### src/rtl/rs_issue_scheduler.sv
// Round-robin issue scheduler for reservation stations sharing one execution unit.
// Also allocates the lowest free RS to the decode instruction.
module rs_issue_scheduler #(
  parameter int unsigned NUM_RS   = 4,
  parameter int unsigned LONG_LAT = 3
) (
  input  logic                      clk_i,
  input  logic                      reset_i,
  input  logic                      needToRestore_i,
  input  logic                      decodeValid_i,
  input  logic [NUM_RS-1:0]         rsBusy_i,
  input  logic [NUM_RS-1:0]         rsReady_i,
  input  logic [NUM_RS-1:0]         rsLongOp_i,
  output logic [NUM_RS-1:0]         rsWriteEn_o,
  output logic                      decodeStall_o,
  output logic [NUM_RS-1:0]         rsStall_o,
  output logic                      issueValid_o,
  output logic [$clog2(NUM_RS)-1:0] issueSel_o
);

  localparam int unsigned IdxW = $clog2(NUM_RS);
  localparam int unsigned CntW = $clog2(LONG_LAT);

  logic [IdxW-1:0]   r_ptr;
  logic [CntW-1:0]   r_busy;

  logic [NUM_RS-1:0] w_elig;
  logic              w_found;
  logic [IdxW-1:0]   w_grant;
  int unsigned       w_j;
  logic              w_block;
  logic              w_issue;
  logic              w_alloc_done;

  assign w_elig  = rsBusy_i & rsReady_i;
  assign w_block = reset_i | needToRestore_i | (r_busy != '0);
  assign w_issue = w_found & ~w_block;

  // Round-robin search starting at r_ptr, wrapping past NUM_RS-1 to 0.
  always_comb begin
    w_found = 1'b0;
    w_grant = '0;
    w_j     = 0;
    for (int unsigned k = 0; k < NUM_RS; k++) begin
      w_j = int'(unsigned'(r_ptr)) + k;
      if (w_j >= NUM_RS) w_j = w_j - NUM_RS;
      if (!w_found && w_elig[IdxW'(w_j)]) begin
        w_found = 1'b1;
        w_grant = IdxW'(w_j);
      end
    end
  end

  always_comb begin
    issueValid_o = w_issue;
    issueSel_o   = w_issue ? w_grant : '0;
    rsStall_o    = '1;
    if (w_issue) rsStall_o[w_grant] = 1'b0;
  end

  // Allocation looks only at rsBusy_i, so an RS freed by this cycle's issue is not reused.
  always_comb begin
    rsWriteEn_o  = '0;
    w_alloc_done = 1'b0;
    if (decodeValid_i && !needToRestore_i && !reset_i) begin
      for (int unsigned i = 0; i < NUM_RS; i++) begin
        if (!w_alloc_done && !rsBusy_i[i]) begin
          rsWriteEn_o[i] = 1'b1;
          w_alloc_done   = 1'b1;
        end
      end
    end
  end

  assign decodeStall_o = reset_i | (decodeValid_i & (&rsBusy_i));

  always_ff @(posedge clk_i or posedge reset_i) begin
    if (reset_i) begin
      r_ptr  <= '0;
      r_busy <= '0;
    end else if (needToRestore_i) begin
      r_busy <= '0;
    end else if (r_busy != '0) begin
      r_busy <= r_busy - CntW'(1);
    end else if (w_issue) begin
      r_ptr <= (w_grant == IdxW'(NUM_RS - 1)) ? '0 : w_grant + IdxW'(1);
      if (rsLongOp_i[w_grant]) r_busy <= CntW'(LONG_LAT - 1);
    end
  end

endmodule

### config.mk
export PLATFORM = sky130hd
export DESIGN_NAME = rs_issue_scheduler
export DESIGN_NICKNAME = d
export VERILOG_FILES = /design/src/rtl/rs_issue_scheduler.sv
export SDC_FILE = /design/constraint.sdc
export NUM_CORES = 1
export LEC_CHECK = 0
export CORE_UTILIZATION = 43
export DETAILED_ROUTE_END_ITERATION = 6
export PLACE_DENSITY = 0.8
export SLEW_MARGIN = 5
export SYNTH_ARGS = -nofsm -noshare
export SYNTH_HDL_FRONTEND = slang
export SYNTH_SLANG_ARGS = --single-unit
### constraint.sdc
create_clock -name clk_i -period 4.3 [get_ports clk_i]
set_input_delay 1.075 -clock clk_i [delete_from_list [all_inputs] [get_ports clk_i]]
set_output_delay 1.075 -clock clk_i [all_outputs]
set_load 0.01 [all_outputs]
## Word-level counts from Yosys, hierarchy flattened

Cells that the tools add are included.
W data, S select, Z words.

| operators by class | value |
|---|---|
| $lt $le $gt $ge | 10 |
| reduce and logical (&&, ||, !) cells | 26 |
| add/subtract/negate cells | 9 |
| eq/ne operators | 1 |
| bitwise gates (word level) | 10 |
| multiplexer cells | 41 |

Operator list:

| cell | number |
|---|---|
| $mux W2 | 14 |
| $mux W1 | 19 |
| $lt A2 B3 Y1 const B | 5 |
| $logic_not A1 Y1 | 11 |
| $bmux W1 S2 | 5 |
| $sub A2 B1 Y2 const B | 5 |
| $ge A3 B3 Y1 const B | 3 |
| $logic_and A1 B1 Y1 | 9 |
| $mux W4 | 2 |
| $add A2 B2 Y3 const B | 2 |
| $reduce_bool A3 Y1 | 2 |
| $and A4 B4 Y4 | 1 |
| $not A4 Y4 | 1 |
| $reduce_and A4 Y1 | 1 |
| $add A2 B1 Y3 const B | 1 |
| $ge A2 B3 Y1 const B | 1 |
| $not A1 Y1 | 3 |
| $or A1 B1 Y1 | 3 |
| $reduce_and A3 Y1 | 1 |
| $add A2 B1 Y2 const B | 1 |
| $and A1 B1 Y1 | 2 |
| $demux W1 S2 | 1 |
| $eq A2 B2 Y1 const B | 1 |
| $ge A2 B1 Y1 const B | 1 |
| other kinds (2) | 2 |

| storage, ports and cells | value |
|---|---|
| output and inout port bits | 12 |
| register bits after elaboration | 4 |
| logic and storage cells | 99 |
| bits of input ports | 16 |

## Logic depth before layout (Yosys ltp)

Gate-level depths: netlist of the first run.

| logic depth | value |
|---|---|
| depth in word-level cells | 20 |
| gate-level depth with buffers | 8 |

## Least setup slack after synthesis of the first run

No wires, ideal clock.

| timing path | value |
|---|---|
| path type | input to output |
| from | input rsBusy_i[1] |
| to | output rsStall_o[1] |
| buffers on the path | 1 |
| slack | 1.012 ns |
| data arrival time | 2.213 ns |
| data required time | 3.225 ns |
| cell stages on the path | 7 |
| cells stage by stage | and2_1 > o311ai_1 > and2_1 > clkbuf_1 > inv_1 > ha_1 > nand2_1 |

| between the ends | value |
|---|---|
| cells in the longest elaborated chain, start to end | 19 |
| elaborated cells on any way between the ends | 31 |
| classes of those cells | order compare (2); mux (19); bitwise (3); reduce/logical (7) |

RTL lines:

| what | RTL line | RTL |
|---|---|---|
| start, declared | 11 | `input logic [NUM_RS-1:0] rsBusy_i,` |
| $and A4 B4 Y4 (*) | 35 | `assign w_elig = rsBusy_i & rsReady_i;` |
| $bmux W1 S2 | 47 | `if (!w_found && w_elig[IdxW'(w_j)]) begin` |
| $mux W1 (implied by the code) | 47 |  |
| $mux W1 | 47 |  |
| $logic_not A1 Y1 | 47 |  |
| $logic_and A1 B1 Y1 | 47 |  |
| $mux W1 | 47 |  |
| $logic_not A1 Y1 | 47 |  |
| [3 not listed] | n/a |  |
| $logic_and A1 B1 Y1 | 47 |  |
| $mux W2 | 47 |  |
| $lt A2 B3 Y1 (implied by the code) / $ge A2 B1 Y1 (equally long branches) | 58 | `if (w_issue) rsStall_o[w_grant] = 1'b0;` |
| $logic_and A1 B1 Y1 (implied by the code) | 58 |  |
| $mux W1 (implied by the code) | 58 |  |
| $demux W1 S2 | 58 |  |
| $not A4 Y4 (no source line) | n/a |  |
| $mux W4 (*) | 58 |  |
| end, declared | 16 | `output logic [NUM_RS-1:0] rsStall_o,` |

Every way passes the cells marked *; elsewhere a longest branch is shown, timed or not. The select of a mux whose other input is x is not followed.

## Worst setup path in the final report of the first run

| timing path | value |
|---|---|
| from | input rsBusy_i[1] |
| to | output rsStall_o[0] |

The elaborated chain is that of the path after synthesis.

==> results of run 1 <==
what timing repair did:
item / CTS / global route
setup buffers: 0 / 0
setup endpoints to repair: 0 / 2
resized for setup: 0 / 3
power by group:
part           internal [mW]  switching (mW)
Sequential            0.0517         0.00852
Clock                 0.0311          0.0144
Combinational         0.0865          0.0895
worst max-delay path by stage:
stage	from	to	slack, ns	cells past startpoint
floorplan	rsBusy_i[1]	rsStall_o[1]	1.01	7
global route	rsBusy_i[1]	rsStall_o[0]	0.03	9
CTS	rsBusy_i[1]	rsStall_o[0]	0.03	8
global placement	rsReady_i[1]	rsStall_o[0]	0.09	8
detailed placement	rsBusy_i[1]	rsStall_o[0]	0.05	8
finish	rsBusy_i[1]	rsStall_o[0]	0.16	8
flip-flops by register name, indices dropped and copies added, names as in the netlist:
signal	flops
r_ptr	2
r_busy	2
cell usage after synthesis:
| master | instances | area share [%] |
|---|---|---|
| or3b_1 | 1 | 1.5 |
| nand3b_1 | 2 | 2.5 |
| a311o_1 | 1 | 1.7 |
| o2111ai_1 | 4 | 5.9 |
| a41oi_2 | 1 | 2.7 |
| nand2_1 | 13 | 8.2 |
| clkbuf_1 | 1 | 0.63 |
| a21bo_2 | 1 | 1.7 |
| nand3_1 | 3 | 2.5 |
| nand4_1 | 1 | 1.0 |
| nand2b_1 | 1 | 1.0 |
| nor3b_1 | 4 | 5.0 |
| o311ai_1 | 1 | 1.5 |
| dfrtp_1 | 4 | 17 |
| a22o_1 | 1 | 1.5 |
| a41oi_1 | 2 | 2.9 |
| o21ai_0 | 2 | 1.7 |
| inv_1 | 6 | 3.8 |
| nand4_4 | 1 | 3.6 |
| o211ai_2 | 1 | 2.1 |
| a21o_1 | 1 | 1.3 |
| and3_1 | 2 | 2.1 |
| inv_2 | 1 | 0.63 |
| ha_1 | 6 | 13 |
| nor2_1 | 6 | 3.8 |
| o311ai_2 | 1 | 2.7 |
| nor3_1 | 1 | 0.84 |
| and2_1 | 3 | 3.1 |
| buf_6 | 1 | 1.9 |
| o211a_1 | 1 | 1.7 |
| and2_2 | 1 | 1.3 |
stage by stage:
step / power (mW) / util (%) / instances / instance area [um2] / hold slack, ns
final: 0.282 / 73.5 / 125 / 956 / 0.504
after global routing: 0.307 / 73.5 / 125 / 956 / 0.537
after CTS: 0.282 / 72.7 / 125 / 946 / 0.512
after detailed placement: 0.235 / 71.0 / 122 / 923 / 0.505
after global placement: 0.228 / 71.0 / 122 / 923 / 0.493
after floorplan: 0.172 / - / 75 / 597 / 0.471
layout make-up:
type | count | area [um2]
Sequential cell | 4 | 100
Multi-Input combinational cell | 62 | 465
Inverter | 7 | 26.3
Tap cell | 15 | 18.8
Timing Repair Buffer | 34 | 323
Fill cell | 107 | 345
Clock buffer | 3 | 22.5
layer usage:
metal	share of wire (%)	GRT usage, %	vias to the layer above	routed length [um]
li1	-	-	348	-
met1	42	25.3	306	658
met2	54	45.0	22	846
met3	4.7	5.11	0	74
met4	0	2.59	0	0
met5	0	0	-	0
cell families after synthesis:
logic type / share of synthesized area [%]
adder cells (fa/ha/maj): 12.6
AO/OA/AOI/OAI: 27.3
buffers and inverters: 6.92
AND/OR/NAND/NOR: 36.5
flip-flops: 16.8
worst max-delay path, cell delays in order:
cell and delay (ns):
clkdlybuf4s50_1 0.42, and2_1 0.19, o311ai_2 0.32, and2_4 0.23, inv_1 0.06, ha_1 0.17
nand2_1 0.06, clkdlybuf4s50_1 0.54
==> metrics.cfg, run 1 <==
[status]
status = complete, no violations

[synth]
yosysSeqAreaShare_pct = 16.8
syn_area_um2 = 597
synth_cell_types = 31
syn_area_per_cell_um2 = 7.96
ys_warn_count = 0
syn-num-nets = 97
netlist_instances = 75
ys_ff_latch = 4

[sta]
fin_crit_sh_pct = 96.2
post-route-min-period_ns = 4.14
final_hold_viol_count = 0
clock_skew_ns = 0.00285
fmax_mhz = 242
rsz0062_at_grt = false
worst_slack_ns = 0.162
tightest_slew_ns = 0.314
slew_viol_final = 0
setup_tns_ns = 0
relSlewSlack_pct = 79.0
finalSetupViolCount = 0

[global_routing]
grt_pass1_vias = 606
grt_max_degree = 8
grt_pass1_wl_um = 2390
grt_overflow = 0
antenna_found_initial = 0
grt_usage_pct = 22.9

[route]
routed_via_density = 5.41
drc = 0
vias = 676
wl_um = 1580
ant_nets = 0
firstDrtPassIters = 4
routedWlPerCell_um = 12.6
drt_iter0_drc = 6

[critical_path]
cp.arrival_ns = 3.06
worstSetupStartpointType = input port
worst-r2r-cell-count = 8
crit_fanout = 7
r2r-end = r_busy[0]
cp-end-kind = output port
r2r_slack_ns = 2.00
worstReg2RegStart = r_busy[0]
required_ns = 3.22
critPathKind = in2out

[worst_hold_path]
min_from = r_ptr[0]
hold_end = r_ptr[0]
whs_path_depth = 2
hold_path_class = reg2reg

[floorplanning]
coreArea_mm2 = 0.00130
start_util_pct = 45.9
rows = 13
die-area_mm2 = 0.00154
die_x_um = 39.3
io_pins = 28
chipHeight_um = 39.3

[clock_tree]
cts-root-buf = clkbuf_4
cts_tree = yes
clkSinkCount = 4
clk_path_buf_depth = 2
worstSkewPairLatency_ns = 0.23
hold_buffers = 0
path_clk_slew_ns = 0.04
htree_levels = 1
numCtsBuffers = 3

[place]
pre_cts_slack_ns = 0.0499
port_buffers = 27
place_congestion = 0.773
dp_hpwl_um = 1370

[layout]
drive_gt1_share_pct = 17.3
final_cell_mix = clkdlybuf4s50_1, nand2_1, buf_4
syn_to_final_growth_pct = 60.2
nNetsFinal = 134
n_antenna_cell = 0
final_common_cell = clkdlybuf4s50_1

[power_and_ir_drop]
leakage_nw = 0.392
peakVddDrop_v = 0.000223
power.density_mw_per_mm2 = 295

[flow_run]
cap_violations = 0

No activity file was read; power rests on OpenSTA's default activity.
==> run 2: changes to the inputs <==
- ABC_AREA: not set -> 1
- CORE_UTILIZATION: 43 -> 47
- PLACE_DENSITY: 0.8 -> 0.81
- SLEW_MARGIN: 5 -> not set
==> run 2 against run 1 <==
  * Clock-buffer cell count did not move
  * Largest cell class unchanged
  * First-iteration DRC count grew to 4.0 times the previous value
  * Via count up 45%
  * Final area increased by 22%
  * Cell count rose by 48%
==> metrics.cfg, run 2 <==
[status]
status = complete, no violations

[sta]
setup_tns_ns = 0  ; unchanged
fin_crit_sh_pct = 97.2  ; +0.99 points
fmax_mhz = 239  ; -1.0%
slew_viol_final = 0  ; unchanged
hold-worst-slack_ns = 0.534  ; +0.0300 ns
finalSetupViolCount = 0  ; unchanged
final_hold_viol_count = 0  ; unchanged
worst_slack_ns = 0.120  ; -0.0425 ns
tightest_slew_ns = 0.541  ; +0.228 ns
relSlewSlack_pct = 63.9  ; -15 points
post-route-min-period_ns = 4.18  ; +0.0425 ns
clock_skew_ns = 0.00151  ; -0.00134 ns

[clock_tree]
worstSkewPairLatency_ns = 0.22  ; about the same
clk_path_buf_depth = 2  ; unchanged
hold_buffers = 0  ; unchanged
htree_levels = 1  ; unchanged
clkSinkCount = 4  ; unchanged
numCtsBuffers = 3  ; unchanged
cts-root-buf = clkbuf_4
cts_tree = yes
path_clk_slew_ns = 0.04  ; about the same

[critical_path]
cp.arrival_ns = 3.11  ; +0.05 ns
worst-r2r-cell-count = 13  ; +5
cp_slowest_cell = clkdlybuf4s50_1
worstSetupStartpointType = input port
required_ns = 3.22  ; about the same
worstReg2RegStart = r_ptr[0]
cpPeakStageDelay_ns = 0.52  ; -0.02 ns
cp-end-kind = output port
r2r_slack_ns = 2.02  ; +0.02 ns
critPathKind = in2out
crit_fanout = 5  ; -2
crit_path_cell_trace = clkdlybuf4s50_1 -> nand3_1 -> nand3_2 -> nand2_4 -> a21oi_1 -> nand2_2 -> nand2_4 -> inv_1 -> ha_1 -> nand2_1 -> clkdlybuf4s50_1
worst-path-buf-inv = 3  ; unchanged
crit_family = buffers and inverters
r2r-end = r_busy[1]
cp.depth = 11  ; +3

[place]
dp_hpwl_um = 1750  ; +27%
place_congestion = 0.889  ; +15%
pre_cts_slack_ns = -0.0191  ; -0.0690 ns
port_buffers = 27  ; unchanged

[synth]
synth.most_common_cell = nand2_1
netlist_instances = 132  ; +76%
yosysSeqAreaShare_pct = 12.9  ; -3.8 points
synth_area_leaders = nand2_1, nand3_1, dfrtp_1
ys_warn_count = 0  ; unchanged
syn_area_per_cell_um2 = 5.86  ; -26%
yosysTopAreaCellShare_pct = 20.9  ; +4.1 points
synth.largest_area_cell = nand2_1
syn-num-nets = 154  ; +59%
ys_ff_latch = 4  ; unchanged
yosys-top-cells-count = nand2_1, nand3_1, inv_1
synthArstFlopShare_pct = 100  ; unchanged
ys.flop_type = dfrtp_1
syn_area_um2 = 773  ; +30%
synth-edff-count = 0  ; unchanged
synth_cell_types = 20  ; -35%

[floorplanning]
coreArea_mm2 = 0.00152  ; +17%
die_x_um = 42.6  ; +8.4%
die-area_mm2 = 0.00181  ; +18%
io_pins = 28  ; unchanged
chipHeight_um = 42.6  ; +8.4%
rows = 14  ; +1
start_util_pct = 50.7  ; +4.9 points

[worst_hold_path]
min_from = r_busy[0]
whs_path_depth = 2  ; unchanged
hold_path_class = reg2reg
hold_end = r_busy[0]

[global_routing]
use_met1_pct = 35.1  ; +9.8 points
antenna_found_initial = 0  ; unchanged
grt_usage_pct = 24.4  ; +1.5 points
met2_usage_pct = 42.8  ; -2.2 points
grt_pass1_wl_um = 3560  ; +49%
grt_max_degree = 16  ; +8
top_usage_layer = met2
grt_pass1_vias = 861  ; +42%
grt_overflow = 0  ; unchanged
grtUsageMet3_pct = 0  ; -5.1 points

[layout]
syn_to_final_growth_pct = 51.0
n_antenna_cell = 0  ; unchanged
reg_top3 = r_busy x2, r_ptr x2
drive_gt1_share_pct = 20.1  ; +2.8 points
final_common_cell = nand2_1
nNetsFinal = 193  ; +44%
fin_util_pct = 76.6  ; +3.1 points
final_cell_mix = nand2_1, nand3_1, clkdlybuf4s50_1

[flow_run]
cap_violations = 0  ; unchanged

[route]
routedWlPerCell_um = 11.6  ; -8.1%
ant_nets = 0  ; unchanged
vias = 979  ; +45%
drt_iter0_drc = 24  ; +18
drc = 0  ; unchanged
firstDrtPassIters = 4  ; unchanged
wl_um = 2150  ; +36%
routed_via_density = 5.29  ; -2.1%

[power_and_ir_drop]
peakVddDrop_v = 0.000380  ; +70%
leakage_nw = 0.628  ; +60%
power.density_mw_per_mm2 = 611  ; +110%

## run 2: cell types whose count changed in the layout (fill, tap and decap cells not counted), sizes merged, moves of 3 or more
| cell | previous run | this run |
|---|---|---|
| inv | 7 | 15 |
| nand3 | 3 | 32 |
| and2 | 4 | 0 |
| clkdlybuf4s50 | 27 | 21 |
| o21ai | 2 | 7 |
| nor3b | 4 | 1 |
| dlymetal6s2s | 0 | 6 |
| o2111ai | 4 | 0 |
| a41oi | 3 | 0 |
| nand2 | 13 | 52 |
## run 2: where the power goes
group          total [mW]  internal, mW  leakage, nW  switching, mW
clock network      0.0436        0.0310       0.0138         0.0126
registers          0.0887        0.0541       0.0493         0.0346
logic               0.581         0.246        0.565          0.336
## run 2: layout make-up
class | count | area, um2
multi-input cells | 112 | 621
fillers | 123 | 357
repair buffers | 35 | 345
flip-flops and latches | 4 | 100
inverters | 15 | 58.8
clock buffers | 3 | 22.5
well taps | 16 | 20.0
## run 2: per-stage QoR
step	instances	instance area [um2]	total power, mW
4_1_cts	184	1130	0.699
2_1_floorplan	132	773	0.469
3_3_place_gp	181	1100	0.634
3_5_place_dp	181	1100	0.650
6_report	185	1170	0.714
5_1_grt	185	1170	0.790
## run 2: how the worst max path moves through the flow
stage                 start             to  slack, ns
6_report       rsReady_i[1]   rsStall_o[3]       0.12
5_1_grt        rsReady_i[1]   rsStall_o[3]      -0.02
4_1_cts         rsBusy_i[3]  issueSel_o[0]       0.02
3_5_place_dp    rsBusy_i[3]  issueSel_o[0]      -0.02
3_3_place_gp    rsBusy_i[3]  issueSel_o[0]       0.02
2_1_floorplan   rsBusy_i[1]   rsStall_o[1]       1.14
## run 2: worst reg2reg max path: cells and delay by family, from the launching register on
kind	cells	cell delay [ns]
DFF	1	0.67
and+or+nand+nor	10	1.07
buffers and inverters	3	0.43
## run 2: kinds of logic after synthesis
group	Yosys count	share of synthesized area, %
adder cells (fa/ha/maj)	6	9.71
AND/OR/NAND/NOR	97	62.0
AO/OA/AOI/OAI	9	6.31
flip-flops	4	12.9
buffers and inverters	16	9.06
## run 2: layer usage
metal	up-vias	wire (um)	part of all wire (%)
met3	0	45	2.1
li1	512	-	-
met5	-	0	0
met4	0	0	0
met2	16	1100	51
met1	451	1000	47
## run 2: timing repair
item	CTS	global route
endpoints found under the setup margin	1	6
resized for setup	1	10
pin swaps	0	1
buffers inserted	0	1
